File: config.mk
export PLATFORM = sky130hd
export DESIGN_NAME = div_operand_prep
export DESIGN_NICKNAME = d
export VERILOG_FILES = /design/src/rtl/div_operand_prep.sv
export SDC_FILE = /design/constraint.sdc
export NUM_CORES = 1
export LEC_CHECK = 0
export CAP_MARGIN = 40
export CELL_PAD_IN_SITES_DETAIL_PLACEMENT = 1
export CELL_PAD_IN_SITES_GLOBAL_PLACEMENT = 2
export CORE_ASPECT_RATIO = 1.75
export CORE_MARGIN = 2
export CORE_UTILIZATION = 46
export CTS_CLUSTER_SIZE = 20
export DETAILED_ROUTE_END_ITERATION = 8
export GPL_TIMING_DRIVEN = 0
export PLACE_DENSITY_LB_ADDON = 0.1
export SYNTH_ARGS = -nofsm -noshare
export SYNTH_HDL_FRONTEND = slang
export SYNTH_SLANG_ARGS = --single-unit
File: constraint.sdc
create_clock -name clk -period 8.3 [get_ports clk]
set_input_delay 1.66 -clock clk [delete_from_list [all_inputs] [get_ports clk]]
set_output_delay 1.66 -clock clk [all_outputs]
set_load 0.01 [all_outputs]
File: src/rtl/div_operand_prep.sv
// Operand front-end for the sign-magnitude fractional divider: FIFO buffering,
// sign stripping, exception detection and a sideband delay line aligned to the divider.
module div_operand_prep #(
    parameter int WIDTH  = 16,
    parameter int DEPTH  = 4,
    parameter int SB_LAT = 4
) (
    input  logic                     clk,
    input  logic                     rst_n,
    input  logic                     in_valid,
    output logic                     in_ready,
    input  logic [WIDTH:0]           in_dividend,
    input  logic [WIDTH:0]           in_divisor,
    input  logic                     div_en,
    output logic                     div_issue,
    output logic [WIDTH:0]           div_dividend,
    output logic [WIDTH:0]           div_divisor,
    output logic                     sb_valid,
    output logic                     sb_qsign,
    output logic                     sb_rsign,
    output logic                     sb_ovf,
    output logic                     sb_dz,
    output logic [$clog2(DEPTH):0]   count
);

    localparam int AW = $clog2(DEPTH);
    localparam int CW = AW + 1;

    typedef struct packed {
        logic [WIDTH:0] dd;
        logic [WIDTH:0] dv;
        logic           qsign;
        logic           rsign;
        logic           ovf;
        logic           dz;
    } prep_t;

    // Exceptional slots still issue, with a harmless 0 / 0.5 operand pair.
    function automatic prep_t prep_operands(input logic [WIDTH:0] a, input logic [WIDTH:0] b);
        prep_t          p;
        logic [WIDTH-1:0] mag_a;
        logic [WIDTH-1:0] mag_b;
        logic           zero_a;
        mag_a   = a[WIDTH-1:0];
        mag_b   = b[WIDTH-1:0];
        zero_a  = (mag_a == '0);
        p.dz    = (mag_b == '0);
        p.ovf   = !p.dz && (mag_a >= mag_b);
        p.qsign = (a[WIDTH] ^ b[WIDTH]) && !zero_a && !p.dz && !p.ovf;
        p.rsign = a[WIDTH] && !zero_a;
        if (p.dz || p.ovf) begin
            p.dd = '0;
            p.dv = {2'b01, {(WIDTH-1){1'b0}}};
        end else begin
            p.dd = {1'b0, mag_a};
            p.dv = {1'b0, mag_b};
        end
        return p;
    endfunction

    logic [WIDTH:0]  dvd_mem [DEPTH];
    logic [WIDTH:0]  dvs_mem [DEPTH];
    logic [AW-1:0]   wr_ptr;
    logic [AW-1:0]   rd_ptr;
    logic            push;
    logic            pop;
    prep_t           rd_prep;

    logic [3:0]      flags_p0;
    logic [4:0]      sb_p1 [SB_LAT];

    assign in_ready = (count != CW'(DEPTH)) && rst_n;
    assign push     = in_valid && in_ready;
    assign pop      = (count != '0) && div_en;

    always_comb begin
        rd_prep = prep_operands(dvd_mem[rd_ptr], dvs_mem[rd_ptr]);
    end

    always_ff @(posedge clk) begin
        if (push) begin
            dvd_mem[wr_ptr] <= in_dividend;
            dvs_mem[wr_ptr] <= in_divisor;
        end
    end

    always_ff @(posedge clk or negedge rst_n) begin
        if (!rst_n) begin
            wr_ptr <= '0;
            rd_ptr <= '0;
            count  <= '0;
        end else begin
            if (push) wr_ptr <= wr_ptr + 1'b1;
            if (pop)  rd_ptr <= rd_ptr + 1'b1;
            case ({push, pop})
                2'b10:   count <= count + 1'b1;
                2'b01:   count <= count - 1'b1;
                default: count <= count;
            endcase
        end
    end

    // p0: issue stage toward the divider
    always_ff @(posedge clk or negedge rst_n) begin
        if (!rst_n) begin
            div_issue    <= 1'b0;
            div_dividend <= '0;
            div_divisor  <= '0;
            flags_p0     <= '0;
        end else begin
            div_issue <= pop;
            if (pop) begin
                div_dividend <= rd_prep.dd;
                div_divisor  <= rd_prep.dv;
                flags_p0     <= {rd_prep.qsign, rd_prep.rsign, rd_prep.ovf, rd_prep.dz};
            end else begin
                flags_p0     <= '0;
            end
        end
    end

    // p1: sideband delay line, advancing every cycle
    always_ff @(posedge clk or negedge rst_n) begin
        if (!rst_n) begin
            for (int i = 0; i < SB_LAT; i++) sb_p1[i] <= '0;
        end else begin
            sb_p1[0] <= {div_issue, flags_p0};
            for (int i = 1; i < SB_LAT; i++) sb_p1[i] <= sb_p1[i-1];
        end
    end

    assign sb_valid = sb_p1[SB_LAT-1][4];
    assign sb_qsign = sb_p1[SB_LAT-1][3];
    assign sb_rsign = sb_p1[SB_LAT-1][2];
    assign sb_ovf   = sb_p1[SB_LAT-1][1];
    assign sb_dz    = sb_p1[SB_LAT-1][0];

endmodule
* Word level (Yosys, flattened, before mapping)
Memories as Yosys holds them, arrays and structs flattened. Cells that the tools add are included.
Cells by class: add/subtract/negate cells 4, multiply operators 0, divide/modulo/power cells 0, magnitude comparators 1, eq/ne operators 3, shift operators 0, muxes and demuxes 5, bitwise logic cells 1, reductions and logical operators 16
Operators with widths (count):
- $mux W33 | 1
- $logic_not A16 Y1 | 2
- $ge A16 B16 Y1 | 1
- $logic_and A1 B1 Y1 | 8
- $pmux W3 S2 | 1
- $add A2 B1 Y2 const B | 2
- $mux W4 | 1
- $add A3 B1 Y3 const B | 1
- $logic_not A1 Y1 | 3
- $ne A3 B3 Y1 const B | 1
- $reduce_bool A3 Y1 | 1
- $sub A3 B1 Y3 const B | 1
- $eq A2 B1 Y1 const B | 1
- $eq A2 B2 Y1 const B | 1
- $mux W1 | 2
- $reduce_bool A2 Y1 | 1
- $logic_or A1 B1 Y1 | 1
- $xor A1 B1 Y1 | 1
Storage, ports and cells: flip-flop bits (word level) 66, latch bits 0, RAM bits 136, ROM bits 0, input bits 38, word-level logic and storage cells 43, memories 2
Memory list:
- dvd_mem | depth 4, bits a word 17, read ports 1, clocked after Yosys merged registers in 0, write ports 1, RTL line 61 | logic [WIDTH:0] dvd_mem [DEPTH];
- dvs_mem | depth 4, bits a word 17, read ports 1, clocked after Yosys merged registers in 0, write ports 1, RTL line 62 | logic [WIDTH:0] dvs_mem [DEPTH];

* Depth between registers and ports, before layout
An unclocked memory read counts as a cell.
depth after elaboration 7, mapped depth 12, gate-level depth less buffers 10

* Least setup slack after synthesis
Ideal clock, no wire load.
path type register to register, from reg rd_ptr[0], to reg div_divisor[10], setup time 0.121 ns, arrival time 3.566 ns, slack 4.613 ns, cell stages (with the launch flop) 12, path buffers 4, period minus slack after synthesis 3.687 ns, cell sequence dfrtp_1 > buf_6 > buf_12 > clkbuf_1 > mux4_2 > ha_1 > nand4_1 > or3_1 > o41ai_2 > nor3_2 > clkbuf_1 > a22o_1
Between the ends: cells in the longest elaborated chain, start to end 6
Ends and longest elaborated chain:
- start: declaration | RTL line 64 | logic [AW-1:0] rd_ptr;
- start signal: assignment | RTL line 94 | if (pop) rd_ptr <= rd_ptr + 1'b1;
- branches (longest 5 deep; another with $mem_v2 Z4 W17)
- $mux W33 (*) | RTL line 51 | if (p.dz || p.ovf) begin
- end signal: assignment | RTL line 114 | div_divisor <= rd_prep.dv;
- end: declaration | RTL line 17 | output logic [WIDTH:0] div_divisor,
Mark *: on every way between the ends. A chain may end at the register's enable or synchronous reset.

* Worst setup path after layout
from in rst_n, to out in_ready
Between the ends: cells in the longest elaborated chain, start to end 1
Ends and longest elaborated chain:
- start: declaration | RTL line 9 | input logic rst_n,
- $logic_and A1 B1 Y1 | RTL line 72 | assign in_ready = (count != CW'(DEPTH)) && rst_n;
- end: declaration | RTL line 11 | output logic in_ready,
No other way between the ends.

==> metrics.md <==
| Metric | Value |
|---|---|
| Largest stage delay, worst path | `0.63 ns` |
| Final setup viols | `0` |
| Fin. Hold Viols | `0` |
| Worst slew pin tran | `0.841 ns` |
| Mean routed wirelength per cell | `22.3 um` |
| Htree depth | `4` |
| WS Path Type | `input pin to output port` |
| Worst setup SP type | `input pin` |
| Slowest stage cell, crit path | `buf_4` |
| Worst flop-to-flop path endpoint | `div_divisor[7]` |
| Final min period | `5.07 ns` |
| Sequential power share | `0.400` |
| FP Rows | `62` |
| Layout cell share with drive strength beyond 1 | `0.172` |
| Worst Skew | `0.0110 ns` |
| Largest net degree at the start of global routing | `66` |
| Unrepaired setup endpoints after global routing | `false` |
| Buf/Inv on CP | `3` |
| Bufs on Longest Clock Path | `2` |
| Final Max Tran Viols | `0` |
| Starting Density | `0.469` |
| Final Wtd Congestion | `0.712` |
| Antenna viol nets, final | `0` |
| Core Footprint | `0.0164 mm^2` |
| Diode count | `0` |
| Post-CTS sizing | `0` |
| Critical-path cell list | `buf_4 -> inv_1 -> a31oi_1 -> clkdlybuf4s50_1` |
| Syn avg cell area | `19.7 um^2` |
| Die area | `0.0178 mm^2` |
| Die H | `175 um` |
| PortBufs | `79` |
| Hold path depth | `0` |
| Clk slew on worst S/H paths | `0.08 ns` |
| Crit path arrival time | `3.41 ns` |
| Total GRT Usage | `0.201` |
| Synth async-reset ratio | `0.320` |
| Count of cell types in the netlist | `41` |
| Lkg Pwr | `3.55 nW` |
| Chip Width | `102 um` |
| Min-delay src | `sb_p1[5]` |
| Ports | `82` |
| Period utilisation layout | `0.611` |
| Pwr Total | `3.34 mW` |
| Comb pwr share | `0.358` |
| Cell area after synthesis | `0.00767 mm^2` |
| Post-CTS Setup Inserts | `0` |
| Pint | `2.23 mW` |
| Drt drc | `0` |
| Reg2reg start | `rd_ptr[1]` |
| Max FO, Critical Path | `65` |
| Worst slew margin | `0.439` |
| Number of warnings issued by yosys | `0` |
| Switch share | `0.333` |
| Number of DRC markers in iteration 0 | `182` |
| R2R Setup Slk | `3.66 ns` |
| Syn Inst Count | `389` |
| Layout Nets | `554` |
| Sum Neg Setup Slack | `0 ns` |
| Sw power | `1.11 mW` |
| Initial antenna violation count | `0` |
| Achievable frequency | `0.197 GHz` |
| Largest delay share family, worst path | `buffers and inverters` |
| R2r worst-path depth | `12` |
| Clk_lat worst skew | `0.44 ns` |
| Yosys reg bits | `200` |
| CTS tree | `built` |
| Vias per inst | `5.35` |
| Ys flop type | `edfxtp_1` |
| Grt total ovfl | `0` |
| Status | `finished, final reports clean` |
| Vias in the first global route | `4353` |
| EDFF count, synth | `136` |
| Pwr/cell area | `353 mW/mm^2` |
| Max_cap viols | `0` |
| Cts bufs inserted | `17` |
| DR vias | `3911` |
| First-pass GRT wire length | `25600 um` |
| Register area share after synthesis | `0.741` |
| DRT Pass-1 Iters | `4` |
| Hold Crit Class | `register to register` |
| Clock Tree Root | `clkbuf_16` |
| Peak VDD IR | `0.193 mV` |
| Clk sinks | `200` |
| Hold endpoint | `sb_dz` |
| Clock share of power | `0.243` |
| DP Wirelength | `11500 um` |
| Post-CTS Hold Fix Bufs | `0` |
| Routed Wire Length | `16300 um` |
| Worst setup EP type | `output port` |
| P&R area growth vs syn | `23.2%` |
| Worst path required time | `6.64 ns` |
-- cell usage after synthesis (4+ instances only) --
cell type / count / area, um^2
inv_1: 25 / 93.8
edfxtp_1: 136 / 4080
and3_1: 6 / 37.5
mux4_2: 27 / 608
nor4_1: 5 / 31.3
nand2_1: 5 / 18.8
nor2_1: 4 / 15.0
nand4_1: 4 / 25.0
ha_1: 21 / 263
xnor2_1: 4 / 35.0
a21oi_1: 5 / 25.0
a22o_1: 31 / 272
mux4_1: 7 / 184
clkbuf_1: 5 / 18.8
dfrtp_1: 64 / 1600
buf_2: 4 / 20.0
-- worst register-to-register path, cell delays in order, from the launching register on --
cell	delay [ns]
dfrtp_1	0.35
buf_2	0.22
buf_2	0.34
buf_1	0.55
buf_2	0.40
mux4_2	0.43
ha_1	0.36
nand4_1	0.10
or3_1	0.46
o41ai_2	0.56
nor3_2	0.17
clkbuf_1	0.31
a22o_1	0.29
-- flip-flops by register name, summed over array words and instances (netlist names), 2 cells and up --
| name | flops |
|---|---|
| rd_ptr | 2 |
| dvs_mem | 68 |
| flags_p0 | 4 |
| div_divisor | 16 |
| sb_p1 | 15 |
| wr_ptr | 2 |
| dvd_mem | 68 |
| div_dividend | 16 |
| count | 3 |
-- power groups by stage --
stage / sequential, mW / combinational [mW] / clock, mW
global placement: 1.35 / 1.16 / 0
global route: 1.35 / 1.31 / 0.862
floorplan: 1.37 / 0.711 / 0
CTS: 1.34 / 1.23 / 0.832
finish: 1.34 / 1.19 / 0.811
detailed placement: 1.36 / 1.22 / 0
-- worst max path at each step --
| stage | cells after the start | end | slack [ns] | start |
|---|---|---|---|---|
| 2_1_floorplan | 11 | div_divisor[10] | 4.61 | rd_ptr[0] |
| 3_3_place_gp | 4 | in_ready | 1.25 | rst_n |
| 3_5_place_dp | 4 | in_ready | 3.17 | rst_n |
| 4_1_cts | 4 | in_ready | 3.18 | rst_n |
| 5_1_grt | 4 | in_ready | 3.00 | rst_n |
| 6_report | 4 | in_ready | 3.23 | rst_n |
-- stage by stage --
step,instance area (um^2),setup slack [ns],hold slack [ns],cells,utilization
after global routing,9450,3.00,0.355,731,0.578
after detailed placement,8870,3.17,0.336,699,0.542
after CTS,9450,3.18,0.348,731,0.578
after global placement,8750,1.25,0.331,693,0.534
final,9450,3.23,0.347,731,0.578
after floorplan,7680,4.61,0.331,390,-
-- logic make-up (layout without fill, tap and decap cells) --
logic type | count (synthesis) | in the layout | share of synthesized area
AO/OA/AOI/OAI | 48 | 48 | 0.0510
XOR/XNOR | 7 | 7 | 0.00799
adder cells (fa/ha/maj) | 22 | 22 | 0.0368
buffers and inverters | 40 | 157 | 0.0253
flip-flops | 200 | 200 | 0.741
multiplexers | 34 | 34 | 0.103
other | 1 | 2 | 0.000489
AND/OR/NAND/NOR | 37 | 37 | 0.0342
-- placed cells by master (no fill, tap or decap), types with 7 or more instances in the layout --
master	synthesis	routed
mux4_2	27	27
clkdlybuf4s50_1	0	78
ha_1	21	21
clkbuf_16	0	17
edfxtp_1	136	136
inv_1	25	25
dfrtp_1	64	64
mux4_1	7	7
a22o_1	31	31
-- routing by layer --
metal  part of all wire  vias to the layer above  wire length (um)  GRT usage
met4              0.012                        0               193     0.0591
met1               0.39                     2043              6370      0.244
met5                  0                        -                 0          0
met2               0.56                       99              9180      0.356
met3              0.035                       12               573     0.0420
li1                   -                     1757                 -          -
-- layout make-up --
| type | instances | area (um^2) |
|---|---|---|
| Tap cell | 224 | 280 |
| Fill cell | 1431 | 6910 |
| Clock buffer | 18 | 439 |
| Inverter | 25 | 93.8 |
| Timing Repair Buffer | 85 | 903 |
| Buffer | 15 | 100 |
| Multi-Input combinational cell | 150 | 1800 |
| Clock inverter | 14 | 149 |
| Sequential cell | 200 | 5690 |
No activity file was read; power rests on OpenSTA's default activity.
==> RTL edit 1, RTL diff (same flow settings) <==
Set the parameter `DEPTH` to 8 (it was 4).
--- a/src/rtl/div_operand_prep.sv
+++ b/src/rtl/div_operand_prep.sv
@@ -2,7 +2,7 @@
 // sign stripping, exception detection and a sideband delay line aligned to the divider.
 module div_operand_prep #(
     parameter int WIDTH  = 16,
-    parameter int DEPTH  = 4,
+    parameter int DEPTH  = 8,
     parameter int SB_LAT = 4
 ) (
     input  logic                     clk,
Interface: changed (resized count); port bits go from 82 to 83. The function was not compared with the original's and may differ.
==> RTL edit 1 against the original RTL <==
Worst setup slack got worse by 390 ps; wire length increased by 97%; global-route usage increased by 2.1 points; count of clock-buffer cells in the layout increased by 19; non-clock buffer count is 34 higher; register-to-register slack worse by 820 ps; synthesized area grew 70%; sequential cell count up 139; critical endpoint is now div_divisor[12]; sequential share of layout area rose by 2.2 points; via count increased by 75%; final area increased by 67%; clock power rose by 91%; power up 70%.
==> RTL edit 1: results (changes against the original RTL) <==
Cells and area
  – Sequential cell area share: 0.623 (+0.0215)
  – Non-clk bufs: 134 (+34%)
  – Regs by FF count: dvd_mem (136), dvs_mem (136)
  – Layout cells sized above 1: 0.175 (+0.00384)
  – # fillers: 2,479 (+73%)
  – Finished Cell Area: 15,800 um2 (+67%)
  – NonClk Buf Share: 0.0832 (-0.0229)
  – CLK BUF: 37 (+19)
  – Clk cell area share: 0.0700 (+0.00778)
  – Fraction of area in multi-input gates: 0.189 (-0.00205)
  – Final #Nets: 891 (+61%)
  – Logic inverters: 24 (-4.0%)
  – Comb_multi_in: 302 (+100%)

Power and ir drop
  – Internal power: 3.82 mW (+71%)
  – PwrDens: 359 nW/um2 (+1.5%)
  – Sequential power: 2.18 mW (+63%)
  – Power in the clock group: 1.55 mW (+91%)
  – Pleak: 5.59 nW (+58%)
  – Max rail drop VDD: 0.188 mV (-2.7%)

Global route
  – Number of global-route vias before repair: 7,684 (+77%)
  – Maximum number of pins on one net before global-route repair: 67 (+1.5%)
  – GRT Total Usage: 0.222 (+0.0205)

Logic synthesis
  – Post-synthesis cell count: 694 (+78%)
  – Number of enable flip-flop cells after synthesis: 272 (+100%)
  – Synth cell count leaders: 272 x edfxtp_1, 67 x dfrtp_1, 52 x mux4_2, 50 x mux2i_1
  – Async S/R FF share, synth: 0.198 (-0.122)
  – Post-synthesis sequential area ratio: 0.757 (+0.0158)

Detailed routing
  – 1st-iter DRT viols: 428 (+140%)
  – DRT Wirelength: 32,200 um (+97%)
  – Routed vias: 6,838 (+75%)
  – Routed WL per cell: 26.2 um (+17%)

Timing
  – Worst Skew: 23.5 ps (+12.4 ps)
  – Worst-margin pin slew: 878 ps (+37.5 ps)
  – Final period util: 0.657 (+0.0465)

Floorplanning
  – Core footprint: 27,900 um2 (+70%)

Clock network
  – Max clock buf depth: 3 (+1)
  – Worst skew pair latency: 570 ps (+130 ps)
  – CTS H-tree depth: 1 (-3)
  – Total CTS buffers: 30 (+13)

Outcome
  – Status: finished, final reports clean

Worst setup path
  – CP max stage cell: o21ai_0
  – R2R depth: 14 (+2)
  – Worst Setup Path Type: reg -> reg
  – Crit path launch: rd_ptr[2]
  – Crit path DAT: 5850 ps (+2440 ps)
  – RR Endpoint: div_divisor[12]
  – CP max stage delay: 780 ps (+150 ps)

Place
  – Placed cell area: 14,700 um2 (+66%)
  – Port Buffers: 80 (+1.3%)
  – Dpl ws: 3040 ps (-134 ps)
  – Placer's final routability congestion estimate: 0.751 (+5.5%)

Hold path
  – Hold Path End: sb_qsign
RTL edit 1: cell count changes after synthesis, moves of 6 or more:
cell / unedited run / this run
o21ai_0: 2 / 42
and3_1: 6 / 0
nand4_1: 4 / 10
nor2_1: 4 / 14
mux4_2: 27 / 52
a22o_1: 31 / 0
mux4_1: 7 / 0
nand2_1: 5 / 42
o21ai_1: 0 / 10
a22oi_1: 0 / 16
edfxtp_1: 136 / 272
clkbuf_1: 5 / 14
mux2i_1: 0 / 50
RTL edit 1: routing by layer:
layer  share of wire  up-vias  routed length [um]  GRT usage
met2            0.54      183               17400      0.411
met4           0.035        0                1120     0.0852
met3           0.037       57                1200     0.0271
met5               0        -                   0          0
li1                -     2983                   -          -
met1            0.39     3615               12500      0.265
RTL edit 1: cell families after synthesis:
logic type	Yosys count	share of synthesized area
buffers and inverters	54	0.0187
xor gates and xnor gates	8	0.00539
DFF	339	0.757
other	1	0.000288
and+or+nand+nor	86	0.0317
adders and majority gates	22	0.0217
muxes	103	0.129
AOI/OAI and AO/OA	81	0.0362
==> RTL edit 2, RTL diff (same settings) <==
Made on the original files. Register the input `in_divisor` before use, with the module's reset. The logic sees it one clock later. The other inputs are not delayed to match.
--- a/src/rtl/div_operand_prep.sv
+++ b/src/rtl/div_operand_prep.sv
@@ -34,6 +34,16 @@
         logic           ovf;
         logic           dz;
     } prep_t;
+
+    logic [WIDTH:0] in_divisor_q;
+
+    always_ff @(posedge clk or negedge rst_n) begin
+        if (!rst_n) begin
+            in_divisor_q <= '0;
+        end else begin
+            in_divisor_q <= in_divisor;
+        end
+    end
 
     // Exceptional slots still issue, with a harmless 0 / 0.5 operand pair.
     function automatic prep_t prep_operands(input logic [WIDTH:0] a, input logic [WIDTH:0] b);
@@ -80,7 +90,7 @@
     always_ff @(posedge clk) begin
         if (push) begin
             dvd_mem[wr_ptr] <= in_dividend;
-            dvs_mem[wr_ptr] <= in_divisor;
+            dvs_mem[wr_ptr] <= in_divisor_q;
         end
     end
 
Formal check against the unedited RTL: not equivalent (Yosys sat finds a counterexample within 4 cycles, from zero or initial values and one cycle with rst_n low).
==> RTL edit 2 against the original RTL <==
Synthesized cell count grew 4.4%; wire length grew 5.6%; core utilization shrank 0.21 points; combinational power is essentially flat; final area grew 5.8%; sequential cell count grew 17; worst setup slack gained 200 ps; critical path depth is the same; power grew 7.5%; clock power grew 20%; non-clock buffer count is the same; synthesized area grew 5.4%; die area grew 5.2%; via count grew 5.7%; largest power group unchanged.
==> RTL edit 2: results (changes against the original RTL) <==
Logic synthesis
  – Count of cell types in the netlist: 40 (-2.4%)
  – Compound-Gate Fraction of Synth Area: 0.0484 (-0.00261)
  – Post-synthesis sequential area ratio: 0.756 (+0.0148)
  – Mux contribution to synthesized area: 0.0979 (-0.00527)
  – Avg Cell Area, Syn: 19.9 um2 (+0.97%)
  – Post-Synth Adder-Cell Area: 0.0350 (-0.00188)
  – Synth cell count leaders: 136 x edfxtp_1, 81 x dfrtp_1, 31 x a22o_1, 27 x mux4_2, 25 x inv_1
  – Synth top area cells: edfxtp_1 51%, dfrtp_1 25%, mux4_2 7.5%, a22o_1 3.4%, ha_1 3.2%
  – Async S/R FF share, synth: 0.373 (+0.0533)
  – Post-Synth XOR/XNOR Area: 0.00758 (-0.000408)

Worst setup path
  – Crit path DAT: 3210 ps (-200 ps)
  – RR Endpoint: div_divisor[13]
  – R2R depth: 11 (-1)
  – Register-to-register setup slack: 3600 ps (-60 ps)

Power and ir drop
  – Sequential power: 1.43 mW (+7%)
  – Power, Total: 3.59 mW (+7.5%)
  – Power in the clock group: 0.974 mW (+20%)
  – Pleak: 3.81 nW (+7.3%)
  – Internal power: 2.49 mW (+12%)
  – Max rail drop VDD: 0.218 mV (+13%)

Outcome
  – Status: finished, final reports clean

Cells and area
  – Clk cell area share: 0.0708 (+0.00861)
  – Final #Nets: 575 (+3.8%)
  – Area occupied by multi-input gates: 1800 um2 (-0.42%)
  – Layout cells sized above 1: 0.163 (-0.00903)
  – NonClk Buf Share: 0.100 (-0.00580)
  – Post-route insts no fill: 760 (+4.0%)
  – # fillers: 1,582 (+11%)

Timing
  – Worst Skew: 21.0 ps (+9.96 ps)
  – Hold_ws: 338 ps (-8.23 ps)
  – Worst-margin pin slew: 866 ps (+25.3 ps)

Global route
  – Number of global-route vias before repair: 4,592 (+5.5%)
  – Maximum number of pins on one net before global-route repair: 45 (-32%)
  – GRT Total Usage: 0.191 (-0.00996)

Place
  – Placer's final routability congestion estimate: 0.712 (about the same)
  – Placed Cells: 722 (+3.3%)
  – Dpl ws: 3380 ps (+211 ps)

Clock network
  – Max clock buf depth: 3 (+1)
  – CTS Sinks: 217 (+8.5%)
  – CTS H-tree depth: 1 (-3)
  – Worst skew pair latency: 500 ps (+60 ps)
  – Total CTS buffers: 21 (+4)

Hold path
  – Hold Path End: sb_ovf
  – Worst Min Path Start: sb_p1[6]
-- RTL edit 2: worst reg2reg max path: cells and delay by family (launching register included) --
kind	cells	cell delay, ps
compound gates	3	1200
fa+ha+maj	1	290
buf+inv	5	2020
flops	1	310
mux	1	410
simple gates	1	390
-- RTL edit 2: metal layers --
metal,GRT usage,part of all wire,up-vias
li1,-,-,1818
met1,0.222,0.38,2183
met2,0.364,0.56,102
met3,0.0239,0.035,31
met4,0.0693,0.031,0
met5,0,0,-
-- RTL edit 2: worst max path at each step --
stage                     cells after the start  slack (ps)  endpoint  start
after global placement                        4         390  in_ready  rst_n
final                                         4        3430  in_ready  rst_n
after global routing                          4        3250  in_ready  rst_n
after detailed placement                      4        3380  in_ready  rst_n
after CTS                                     4        3380  in_ready  rst_n
after floorplan                               2        4620  in_ready  rst_n
